<file path="src/rtl/reg_sel_pkg.sv">
// rtl/reg_sel_pkg.sv - register-code constants, state encoding and widths for the transfer decoder
// Purpose : shared definitions imported by decoder_5_32 and reg_xfer_decoder.
// Ports   : none (package).
// Config  : REG_XFER_ERR_EN adds the ERR state to the state encoding.
package reg_sel_pkg;

    localparam int CODE_W = 5;
    localparam int SEL_W  = 32;
    localparam int CNT_W  = 4;

    localparam logic [CODE_W-1:0] CODE_R0    = 5'd0;
    localparam logic [CODE_W-1:0] CODE_R15   = 5'd15;
    localparam logic [CODE_W-1:0] CODE_HI    = 5'd16;
    localparam logic [CODE_W-1:0] CODE_LO    = 5'd17;
    localparam logic [CODE_W-1:0] CODE_ZHIGH = 5'd18;
    localparam logic [CODE_W-1:0] CODE_ZLOW  = 5'd19;
    localparam logic [CODE_W-1:0] CODE_PC    = 5'd20;
    localparam logic [CODE_W-1:0] CODE_MDR   = 5'd21;
    localparam logic [CODE_W-1:0] CODE_PORT  = 5'd22;
    localparam logic [CODE_W-1:0] CODE_SIGN  = 5'd23;
    localparam logic [CODE_W-1:0] CODE_NONE  = 5'd31;

    // First code with no physical register behind it; 24..30 are reserved.
    localparam logic [CODE_W-1:0] CODE_FIRST_RSVD = 5'd24;

`ifdef REG_XFER_ERR_EN
    typedef enum logic [1:0] {
        ST_IDLE  = 2'd0,
        ST_DRIVE = 2'd1,
        ST_LATCH = 2'd2,
        ST_ERR   = 2'd3
    } xfer_state_t;
`else
    typedef enum logic [1:0] {
        ST_IDLE  = 2'd0,
        ST_DRIVE = 2'd1,
        ST_LATCH = 2'd2
    } xfer_state_t;
`endif

    // Reserved codes are 24..30; 31 is the legal "none" code.
    function automatic logic is_reserved(input logic [CODE_W-1:0] code);
        return (code >= CODE_FIRST_RSVD) && (code != CODE_NONE);
    endfunction

endpackage

</file>
<file path="src/rtl/decoder_5_32.sv">
// rtl/decoder_5_32.sv - 5-bit register code to 32-bit one-hot select
// Purpose : combinational decode; codes 24..31 select nothing.
// Ports   : i_code   [4:0]  register code
//           o_onehot [31:0] one-hot select, all-zero for codes >= 24
import reg_sel_pkg::*;

module decoder_5_32 (
    input  logic [CODE_W-1:0] i_code,
    output logic [SEL_W-1:0]  o_onehot
);

    always_comb begin
        o_onehot = '0;
        if (i_code < CODE_FIRST_RSVD) begin
            o_onehot[i_code] = 1'b1;
        end
    end

endmodule

</file>
<file path="src/rtl/reg_xfer_decoder.sv">
// rtl/reg_xfer_decoder.sv - register-to-register bus transfer sequencer
// Purpose : accepts a src/dst code pair, drives the source onto the bus for
//           HOLD_CYCLES cycles, then latches it into the destination for one cycle.
// Ports   : clk, clr (sync active-high reset)
//           req_valid / req_ready  request handshake
//           src_code, dst_code     5-bit register codes
//           bus_sel, reg_en        32-bit one-hot drive / latch selects
//           busy, done             transfer in progress / completion pulse
//           err                    reserved-code pulse (REG_XFER_ERR_EN only)
// Config  : REG_XFER_ERR_EN enables the ERR state and err port.
import reg_sel_pkg::*;

module reg_xfer_decoder #(
    parameter int HOLD_CYCLES = 1
) (
    input  logic              clk,
    input  logic              clr,
    input  logic              req_valid,
    output logic              req_ready,
    input  logic [CODE_W-1:0] src_code,
    input  logic [CODE_W-1:0] dst_code,
    output logic [SEL_W-1:0]  bus_sel,
    output logic [SEL_W-1:0]  reg_en,
    output logic              busy,
    output logic              done
`ifdef REG_XFER_ERR_EN
    ,
    output logic              err
`endif
);

    localparam logic [CNT_W-1:0] HOLD_N = HOLD_CYCLES[CNT_W-1:0];

    xfer_state_t       r_state;
    logic [CODE_W-1:0] r_src;
    logic [CODE_W-1:0] r_dst;
    logic [CNT_W-1:0]  r_cnt;
    logic [SEL_W-1:0]  r_bus_sel;
    logic [SEL_W-1:0]  r_reg_en;
    logic              r_busy;
    logic              r_done;
`ifdef REG_XFER_ERR_EN
    logic              r_err;
`endif

    logic [CODE_W-1:0] w_src_code;
    logic [CODE_W-1:0] w_dst_code;
    logic [SEL_W-1:0]  w_src_oh;
    logic [SEL_W-1:0]  w_dst_oh;

    // In IDLE the decoders look at the live inputs so the DRIVE select can be
    // registered on the accept edge; afterwards they hold the captured codes.
    assign w_src_code = (r_state == ST_IDLE) ? src_code : r_src;
    assign w_dst_code = (r_state == ST_IDLE) ? dst_code : r_dst;

    decoder_5_32 u_src_dec (
        .i_code   (w_src_code),
        .o_onehot (w_src_oh)
    );

    decoder_5_32 u_dst_dec (
        .i_code   (w_dst_code),
        .o_onehot (w_dst_oh)
    );

    // Ready is gated by clr so it drops during reset and rises the first
    // cycle clr is low.
    assign req_ready = (r_state == ST_IDLE) && !clr;

    always_ff @(posedge clk) begin
        if (clr) begin
            r_state   <= ST_IDLE;
            r_src     <= '0;
            r_dst     <= '0;
            r_cnt     <= '0;
            r_bus_sel <= '0;
            r_reg_en  <= '0;
            r_busy    <= 1'b0;
            r_done    <= 1'b0;
`ifdef REG_XFER_ERR_EN
            r_err     <= 1'b0;
`endif
        end else begin
            case (r_state)
                ST_IDLE: begin
                    r_bus_sel <= '0;
                    r_reg_en  <= '0;
                    r_busy    <= 1'b0;
                    r_done    <= 1'b0;
                    r_cnt     <= '0;
                    if (req_valid) begin
                        r_src  <= src_code;
                        r_dst  <= dst_code;
                        r_busy <= 1'b1;
`ifdef REG_XFER_ERR_EN
                        if (is_reserved(src_code) || is_reserved(dst_code)) begin
                            r_state <= ST_ERR;
                            r_err   <= 1'b1;
                        end else begin
                            r_state   <= ST_DRIVE;
                            r_cnt     <= 4'd1;
                            r_bus_sel <= w_src_oh;
                        end
`else
                        r_state   <= ST_DRIVE;
                        r_cnt     <= 4'd1;
                        r_bus_sel <= w_src_oh;
`endif
                    end
                end
                ST_DRIVE: begin
                    r_bus_sel <= w_src_oh;
                    if (r_cnt == HOLD_N) begin
                        r_state  <= ST_LATCH;
                        r_reg_en <= w_dst_oh;
                        r_done   <= 1'b1;
                    end else begin
                        r_cnt <= r_cnt + 4'd1;
                    end
                end
                ST_LATCH: begin
                    r_state   <= ST_IDLE;
                    r_bus_sel <= '0;
                    r_reg_en  <= '0;
                    r_busy    <= 1'b0;
                    r_done    <= 1'b0;
                    r_cnt     <= '0;
                end
`ifdef REG_XFER_ERR_EN
                ST_ERR: begin
                    r_state <= ST_IDLE;
                    r_err   <= 1'b0;
                    r_busy  <= 1'b0;
                end
`endif
                default: begin
                    r_state   <= ST_IDLE;
                    r_bus_sel <= '0;
                    r_reg_en  <= '0;
                    r_busy    <= 1'b0;
                    r_done    <= 1'b0;
                end
            endcase
        end
    end

    assign bus_sel = r_bus_sel;
    assign reg_en  = r_reg_en;
    assign busy    = r_busy;
    assign done    = r_done;
`ifdef REG_XFER_ERR_EN
    assign err     = r_err;
`endif

endmodule

</file>
<file path="config.mk">
export PLATFORM = sky130hd
export DESIGN_NAME = reg_xfer_decoder
export DESIGN_NICKNAME = d
export VERILOG_FILES = /design/src/rtl/reg_sel_pkg.sv /design/src/rtl/decoder_5_32.sv /design/src/rtl/reg_xfer_decoder.sv
export SDC_FILE = /design/constraint.sdc
export NUM_CORES = 1
export LEC_CHECK = 0
export BUFFER_PORTS_ARGS = -buffer_cell sky130_fd_sc_hd__buf_2
export CORE_MARGIN = 2
export CORE_UTILIZATION = 32
export CTS_CLUSTER_DIAMETER = 120
export DETAILED_ROUTE_END_ITERATION = 7
export GPL_ROUTABILITY_DRIVEN = 1
export HOLD_SLACK_MARGIN = 0.03
export PLACE_DENSITY_LB_ADDON = 0.2
export SLEW_MARGIN = 20
export SYNTH_ARGS = -nofsm -noshare
export SYNTH_HDL_FRONTEND = slang
export SYNTH_SLANG_ARGS = --single-unit
export TNS_END_PERCENT = 1
</file>
<file path="constraint.sdc">
create_clock -name clk -period 3.6 [get_ports clk]
set_input_delay 0.72 -clock clk [delete_from_list [all_inputs] [get_ports clk]]
set_output_delay 0.72 -clock clk [all_outputs]
set_load 0.005 [all_outputs]
</file>
* After elaboration in Yosys (flattened, before gate mapping)
Cells that the tools add are included.
** Operators by class
- Shift-type cells :: 0
- Eq/ne operators :: 6
- Reduce and logical (&&, ||, !) cells :: 10
- Bitwise gates (word level) :: 1
- Add/sub/neg operators :: 1
- Multipliers :: 0
- Order comparisons :: 6
- Divide/modulo/power cells :: 0
- Muxes and demuxes :: 18
** Operator list (number)
- $mux 32 :: 3
- $pmux 32 s2 :: 1
- $lt 5x6->1 const B :: 2
- $pmux 4 s3 :: 1
- $demux 1 s5 :: 2
- $ge 5x1->1 const B :: 2
- $lt 5x5->1 const B :: 2
- $mux 5 :: 2
- $ne 2x2->1 const B :: 3
- $reduce_and 2->1 :: 3
- $add 4x1->4 const B :: 1
- $eq 4x1->1 const B :: 1
- $mux 1 :: 4
- $mux 2 :: 2
- $mux 4 :: 1
- $pmux 2 s2 :: 1
- $logic_and 1x1->1 :: 3
- $reduce_bool 3->1 :: 1
- $eq 2x1->1 const B :: 1
- $eq 2x2->1 const B :: 1
- $logic_not 2->1 :: 1
- $pmux 1 s2 :: 1
- $reduce_or 2->1 :: 1
- $logic_not 1->1 :: 1
- $not 1->1 :: 1
** Storage, ports and cells
- Memories :: 0
- Word-level logic and storage cells :: 50
- Output and inout bits :: 67
- Bits in writable memories :: 0
- Bits of input ports :: 13
- Flip-flop bits (word level) :: 82
- Bits in latches :: 0
- ROM bits :: 0

* Logic depth before layout (Yosys ltp)
Gate-level depths: netlist (run 1).
- Word-level depth :: 9
- Mapped depth :: 8
- Depth with buffers taken out :: 5

* Hierarchy
Synthesis (run 1) repeated with hierarchy kept, for this count alone.
** Unflattened totals
- Cell total of the unflattened synthesis :: 416
- Area, all modules :: 3415.8 um2
** Modules (own cells, without submodules)
- reg_xfer_decoder :: cells an instance 322, seq. area each 1641.6 um2, area an instance 2927.8 um2, times used 1
- decoder_5_32 :: cells an instance 47, seq. area each 0.0 um2, area an instance 244.0 um2, times used 2

* Worst setup path before layout (run 1)
No wires, ideal clock.
- Path type :: reg2out
- From :: reg r_state[0]
- To :: out req_ready
- Data arrival time :: 1.182 ns
- Path buffers :: 3
- Slack :: 1.698 ns
- Required time :: 2.880 ns
- Stages on the path, launching flop included :: 7
- Cell sequence :: dfxtp_1 -> inv_1 -> ha_1 -> buf_6 -> buf_2 -> buf_2 -> nor2b_1
** Between the ends
- Cells in the longest elaborated chain, start to end :: 2
** RTL lines
- start, declared :: RTL line reg_xfer_decoder.sv:34 : xfer_state_t r_state;
- start signal, assigned :: RTL line reg_xfer_decoder.sv:72 : r_state <= ST_IDLE;
- start signal, assigned :: RTL line reg_xfer_decoder.sv:105 : r_state <= ST_DRIVE;
- start signal, assigned :: RTL line reg_xfer_decoder.sv:114 : r_state <= ST_LATCH;
- $logic_not 2->1 :: RTL line reg_xfer_decoder.sv:68 : assign req_ready = (r_state == ST_IDLE) && !clr;
- $logic_and 1x1->1 :: RTL line reg_xfer_decoder.sv:68
- end, declared :: RTL line reg_xfer_decoder.sv:19 : output logic req_ready,
Every way passes these cells.

* Worst setup path after layout (run 1)
- From :: reg r_state[1]
- To :: reg r_reg_en[14] (netlist: reg_en[14])
** Between the ends
- Cells in the longest elaborated chain, start to end :: 7
- Elaborated cells between the ends (all ways) :: 12
- Those cells by class :: order compare (3); eq/ne (1); mux (4); bitwise (1); reduce/logical (3)
** RTL lines
- $logic_not 2->1 :: RTL line reg_xfer_decoder.sv:54 : assign w_dst_code = (r_state == ST_IDLE) ? dst_code : r_dst;
- $mux 5 :: RTL line reg_xfer_decoder.sv:54
- $lt 5x6->1 (not written as such) / $ge 5x1->1 (equally long branches) :: RTL line decoder_5_32.sv:15 : o_onehot[i_code] = 1'b1;
- $logic_and 1x1->1 (not written as such) :: RTL line decoder_5_32.sv:15
- $mux 1 (not written as such) :: RTL line decoder_5_32.sv:15
- $demux 1 s5
- $mux 32 :: RTL line decoder_5_32.sv:14 : if (i_code < CODE_FIRST_RSVD) begin
- end signal, assigned :: RTL line reg_xfer_decoder.sv:115 : r_reg_en <= w_dst_oh;
- end, declared :: RTL line reg_xfer_decoder.sv:39 : logic [SEL_W-1:0] r_reg_en;
Several ways; a longest one is shown, not always the timed one.
A chain may end at the register's enable or synchronous reset.

==> metrics, run 1 <==
run status=complete, no violations; Max Cap Violations=0; First-pass DRT Iterations=4; Die H=102.1 microns; latest clock arrival within the worst-skew pair=0.35 ns; post-route ant nets=0; routed len/inst=13.75 microns; die width=102.1 microns; clk buf depth=2; Avg Vias per Cell=4.835; Setup crit end kind=flip-flop; Sink Count=82; largest net degree at the start of global routing=42; Tot GR Track Use=14.49%; dominant synthesized flop cell=dfxtp_1; setup violators final=0; Fin. Hold Viols=0; dpl cells=505; CP arrival=2.53 ns; Final HPWL DP=5040 microns; DRT Wirelength=7166 microns; Setup TNS Final=0 ns; postcts setup bufs=0; GRT Max-Usage Layer=met2; CTS tree=done; Min Hold Slack=0.4624 ns; unrepaired setup endpoints after global routing=false; CTS resizes=0; total chip power=1.908 mW; Rows=35; most common cell after layout, fill and taps aside=dfxtp_1; Final Max Slew Viols=0; top-level port count=80; first-pass GRT wire length=11,870 microns; area of the die=10,430 sq um; CP Class=flip-flop to flip-flop; initial antenna violation count=0; leak pwr=1.641 nW; Residual DRC=0; mapped cell area=3080 sq um; Clock Root Buffer=clkbuf_8; commonest non-fill, non-tap cells in the layout=82 x dfxtp_1, 79 x buf_2, 28 x nor3_1; met3 Usage GRT=5.198%; Min-Delay Path Class=flip-flop to flip-flop; Worst Clk Skew=0.007352 ns; Worst-path clk slew=0.09 ns; Post-CTS Hold Buffers=0; YS warnings=0; via count=2,519; number of synthesized register bits=82; syn_area_per_cell=10.00 sq um; fillers=946; total gr overflow=0; crit start category=flip-flop; Final min period=2.239 ns; diode count=0; met1 Use GR=19.53%; net count reported at finish=405; # port buffers=79; DRT iter0 DRCs=147; CORE AREA=9284 sq um; RD Place Congestion=0.7462; number of global-route vias before repair=2,433; grt met2 use=21.51%; non-filler cells, final=521; part of the cycle the worst path needs=62.19%; post-synthesis sequential area ratio=53.29%; Initial Utilization=33.18%; Cell Pwr Density=505.2 nW/um^2; maximum clock rate=0.4467 GHz; post-synth cell types=48; Worst Tran Pin Value=0.9896 ns; Post-synth ARST share=0%; Slew HR=33.78%; CTS H-tree depth=3; CP Max Fanout=16; layout cell share with drive strength beyond 1=26.28%; Post-synth EDFFs=0; peak supply drop=0.0001700 V; Data required, critical path=3.89 ns; Layout Utilization=40.69%; Area Growth Syn to Fin=22.62%; Mapped Cells=308; CTS buffer count=9
[per-layer routing]
layer	share of wire, %	wire length, microns	vias up
met5	0	0	-
met4	1.4	100	0
met3	5.5	392	11
met2	45	3251	52
met1	48	3422	1175
li1	-	-	1281
[logic make-up (layout without fill, tap and decap cells)]
| family | count (synthesis) | after routing | share of synthesized area (%) |
|---|---|---|---|
| flip-flops | 82 | 82 | 53.29 |
| other | 1 | 8 | 0.1217 |
| AND/OR/NAND/NOR | 113 | 113 | 19.94 |
| buffers and inverters | 29 | 106 | 4.386 |
| AO/OA/AOI/OAI | 73 | 73 | 18.36 |
| adder cells (fa/ha/maj) | 5 | 5 | 2.031 |
| multiplexers | 5 | 5 | 1.868 |
[state kept, by name, summed over array words and instances (netlist names)]
signal / cells
r_dst: 5
bus_sel: 32
reg_en: 32
busy: 1
done: 1
r_state: 2
r_cnt: 4
r_src: 5
[synthesized netlist by cell type, types with 8 or more instances]
library cell   n  share of area (%)
and3_1         9                1.8
inv_1          9                1.1
dfxtp_1       82                 53
clkbuf_1       8               0.97
buf_2          9                1.5
a32o_1        16                5.2
a21oi_1       15                2.4
o31ai_1        9                2.2
nor2_1         9                1.1
nand2_1       24                2.9
nor3_1        28                4.5
nor2b_1        8                1.6
nand3_1       10                1.6
[area by class of cell]
type                       count  area [sq um]  share of cell area, %
sequential                    82          1642                  43.46
clock inverter                 7         76.32                  2.021
tap                          129         161.4                  4.273
timing repair buffer          81         410.4                  10.86
clock buffer                   9         123.9                  3.279
multi-input combinational    204          1330                  35.21
inverter                       9         33.78                 0.8943
[worst max-delay path: stages (launching register included)]
cell and delay [ns]:
dfxtp_1 0.34, inv_1 0.08, ha_1 0.41, nand2b_1 0.26, nor2_1 0.82, a22o_1 0.27
[metrics by stage]
stage	instance area [sq um]	setup WS [ns]
floorplan	3107	1.698
global placement	3577	1.218
detailed placement	3577	1.169
CTS	3777	1.347
global route	3777	1.094
finish	3777	1.361
[worst paths after layout]
kind	cells past startpoint	from	end	slack, ns
worst max-delay path	5	r_state[1]	reg_en[14]	1.36
worst min register to register	2	r_src[1]	r_src[1]	0.46
worst min-delay path	2	r_src[1]	r_src[1]	0.46
worst max register to register	5	r_state[1]	reg_en[14]	1.36
[power breakdown]
group          switching [mW]  internal, mW
Combinational           0.187        0.0935
Sequential             0.0181         0.931
Clock                   0.351         0.327
Power figures use the tool's default switching activity.
==> run 2, diff against run 1 <==
==> constraint.sdc (replaced) <==
create_clock -name clk -period 2.3 [get_ports clk]
set_input_delay 0.46 -clock clk [delete_from_list [all_inputs] [get_ports clk]]
set_output_delay 0.46 -clock clk [all_outputs]
set_load 0.005 [all_outputs]
==> run 2 against run 1 <==
  * Sequential share of layout area decreased by 1.1 points
  * Largest power group unchanged
  * Cell area up 2.6%
  * Non-clock buffer count grew 7
  * Critical path type unchanged
  * Wire length rose by 1.6%
  * Utilization increased by 1.1 points
  * Count of clock-buffer cells in the layout rose by 1
==> metrics, run 2 (synthesis gave the netlist of run 1 again) <==
Rows=35; Tot GR Track Use=14.31%; CTS buffer count=9; CORE AREA=9284 sq um; Initial Utilization=33.18%; CTS tree=done; DRT iter0 DRCs=85; clk buf depth=2; Avg Vias per Cell=4.890; routed len/inst=13.79 microns; part of the cycle the worst path needs=86.83%; DRT Wirelength=7280 microns; CP Max Fanout=16; setup violators final=0; postcts setup bufs=0; total gr overflow=0; Final HPWL DP=5182 microns; R2R depth=5; area of the die=10,430 sq um; die width=102.1 microns; CP peak stage delay=0.85 ns; largest net degree at the start of global routing=46; unrepaired setup endpoints after global routing=false; Die H=102.1 microns; Final min period=1.997 ns; Int Power=2.287 mW; maximum clock rate=0.5007 GHz; Worst Tran Pin Value=1.113 ns; Critical Path Sink=reg_en[14]; post-route ant nets=0; Post-CTS Hold Buffers=0; initial antenna violation count=0; Cell Pwr Density=817.8 nW/um^2; most common cell after layout, fill and taps aside=dfxtp_1; latest clock arrival within the worst-skew pair=0.36 ns; Setup crit end kind=flip-flop; beginning of the critical path=r_cnt[1]; Final Max Slew Viols=0; CP Class=flip-flop to flip-flop; leak pwr=1.698 nW; top-level port count=80; Levels on crit path=5; clock share of power=38.1%; CTS resizes=0; total chip power=3.170 mW; # port buffers=79; commonest non-fill, non-tap cells in the layout=82 x dfxtp_1, 79 x buf_2, 28 x nor3_1; Worst-path clk slew=0.09 ns; switch share=27.85%; run status=complete, no violations; CTS H-tree depth=3; r2r setup slk=0.30 ns; Min-Delay Path Class=primary input to flip-flop; Area Growth Syn to Fin=25.83%; Setup TNS Final=0 ns; fillers=938; crit start category=flip-flop; RR Startpoint=r_cnt[1]; worst path bufs/invs=1; net count reported at finish=412; Fin. Hold Viols=0; RD Place Congestion=0.7411; CP arrival=2.30 ns; Sink Count=82; Slew HR=25.51%; CP top delay family=simple AND/OR/NAND/NOR gates; ordered list of cells on the worst path=inv_1, ha_1, nor3b_2, nor2_1, a22o_1; sequential power share=46.9%; number of global-route vias before repair=2,400; Clock Root Buffer=clkbuf_8; diode count=0; FF-to-FF End=reg_en[14]; first-pass GRT wire length=11,560 microns; Comb pwr share=15.0%; via count=2,582; Residual DRC=0; layout cell share with drive strength beyond 1=27.57%; Max Cap Violations=0; peak supply drop=0.0003331 V; First-pass DRT Iterations=4; CP max-delay cell=nor2_1; Net Sw Power=0.8828 mW; Worst Clk Skew=0.01131 ns; Data required, critical path=2.61 ns; min-delay src=src_code[1]
==> run 2: final cells by class <==
cell class	count	area (sq um)	share of cell area [%]
flip-flops and latches	82	1642	42.35
multi-input cells	204	1330	34.31
repair buffers	88	475.5	12.27
well taps	129	161.4	4.164
clock buffers	10	137.6	3.551
clock inverters	6	96.34	2.485
inverters	9	33.78	0.8715
==> run 2: how the worst min path moves through the flow <==
stage / cells after the start / slack [ns] / endpoint
final: 3 / 0.36 / r_src[1]
after global routing: 3 / 0.38 / r_src[1]
after CTS: 3 / 0.35 / r_src[1]
after detailed placement: 2 / 0.45 / r_src[1]
after global placement: 2 / 0.44 / r_src[1]
after floorplan: 2 / 0.44 / r_src[1]
==> run 2: power by group through the flow <==
stage               Combinational [mW]  Clock (mW)  Sequential (mW)
finish                           0.475        1.21             1.49
global route                     0.533        1.30             1.49
CTS                              0.476        1.24             1.49
detailed placement               0.474           0             1.52
global placement                 0.468           0             1.52
floorplan                        0.344           0             1.51
==> run 2: per-stage QoR <==
step | utilization (%) | hold WS, ns | area [sq um] | cells | worst slack (ns)
6_report | 41.75 | 0.3634 | 3876 | 528 | 0.3029
5_1_grt | 41.75 | 0.3820 | 3876 | 528 | 0.1622
4_1_cts | 41.75 | 0.3473 | 3876 | 528 | 0.3057
3_5_place_dp | 39.23 | 0.4486 | 3642 | 512 | 0.3152
3_3_place_gp | 39.23 | 0.4423 | 3642 | 512 | 0.4053
2_1_floorplan | - | 0.4358 | 3107 | 315 | 0.6579
==> run 2: metal layers <==
layer / track usage, % / wire length (microns) / up-vias / part of all wire [%]
met1: 18.11 / 3453 / 1215 / 47
met5: 0 / 0 / - / 0
met4: 5.846 / 121 / 0 / 1.7
li1: - / - / 1298 / -
met3: 4.583 / 409 / 10 / 5.6
met2: 22.67 / 3296 / 59 / 45
==> run 2: tightest hold or removal path, stage by stage <==
cell	delay, ns
buf_2	0.12
nand2_1	0.06
a21oi_1	0.05
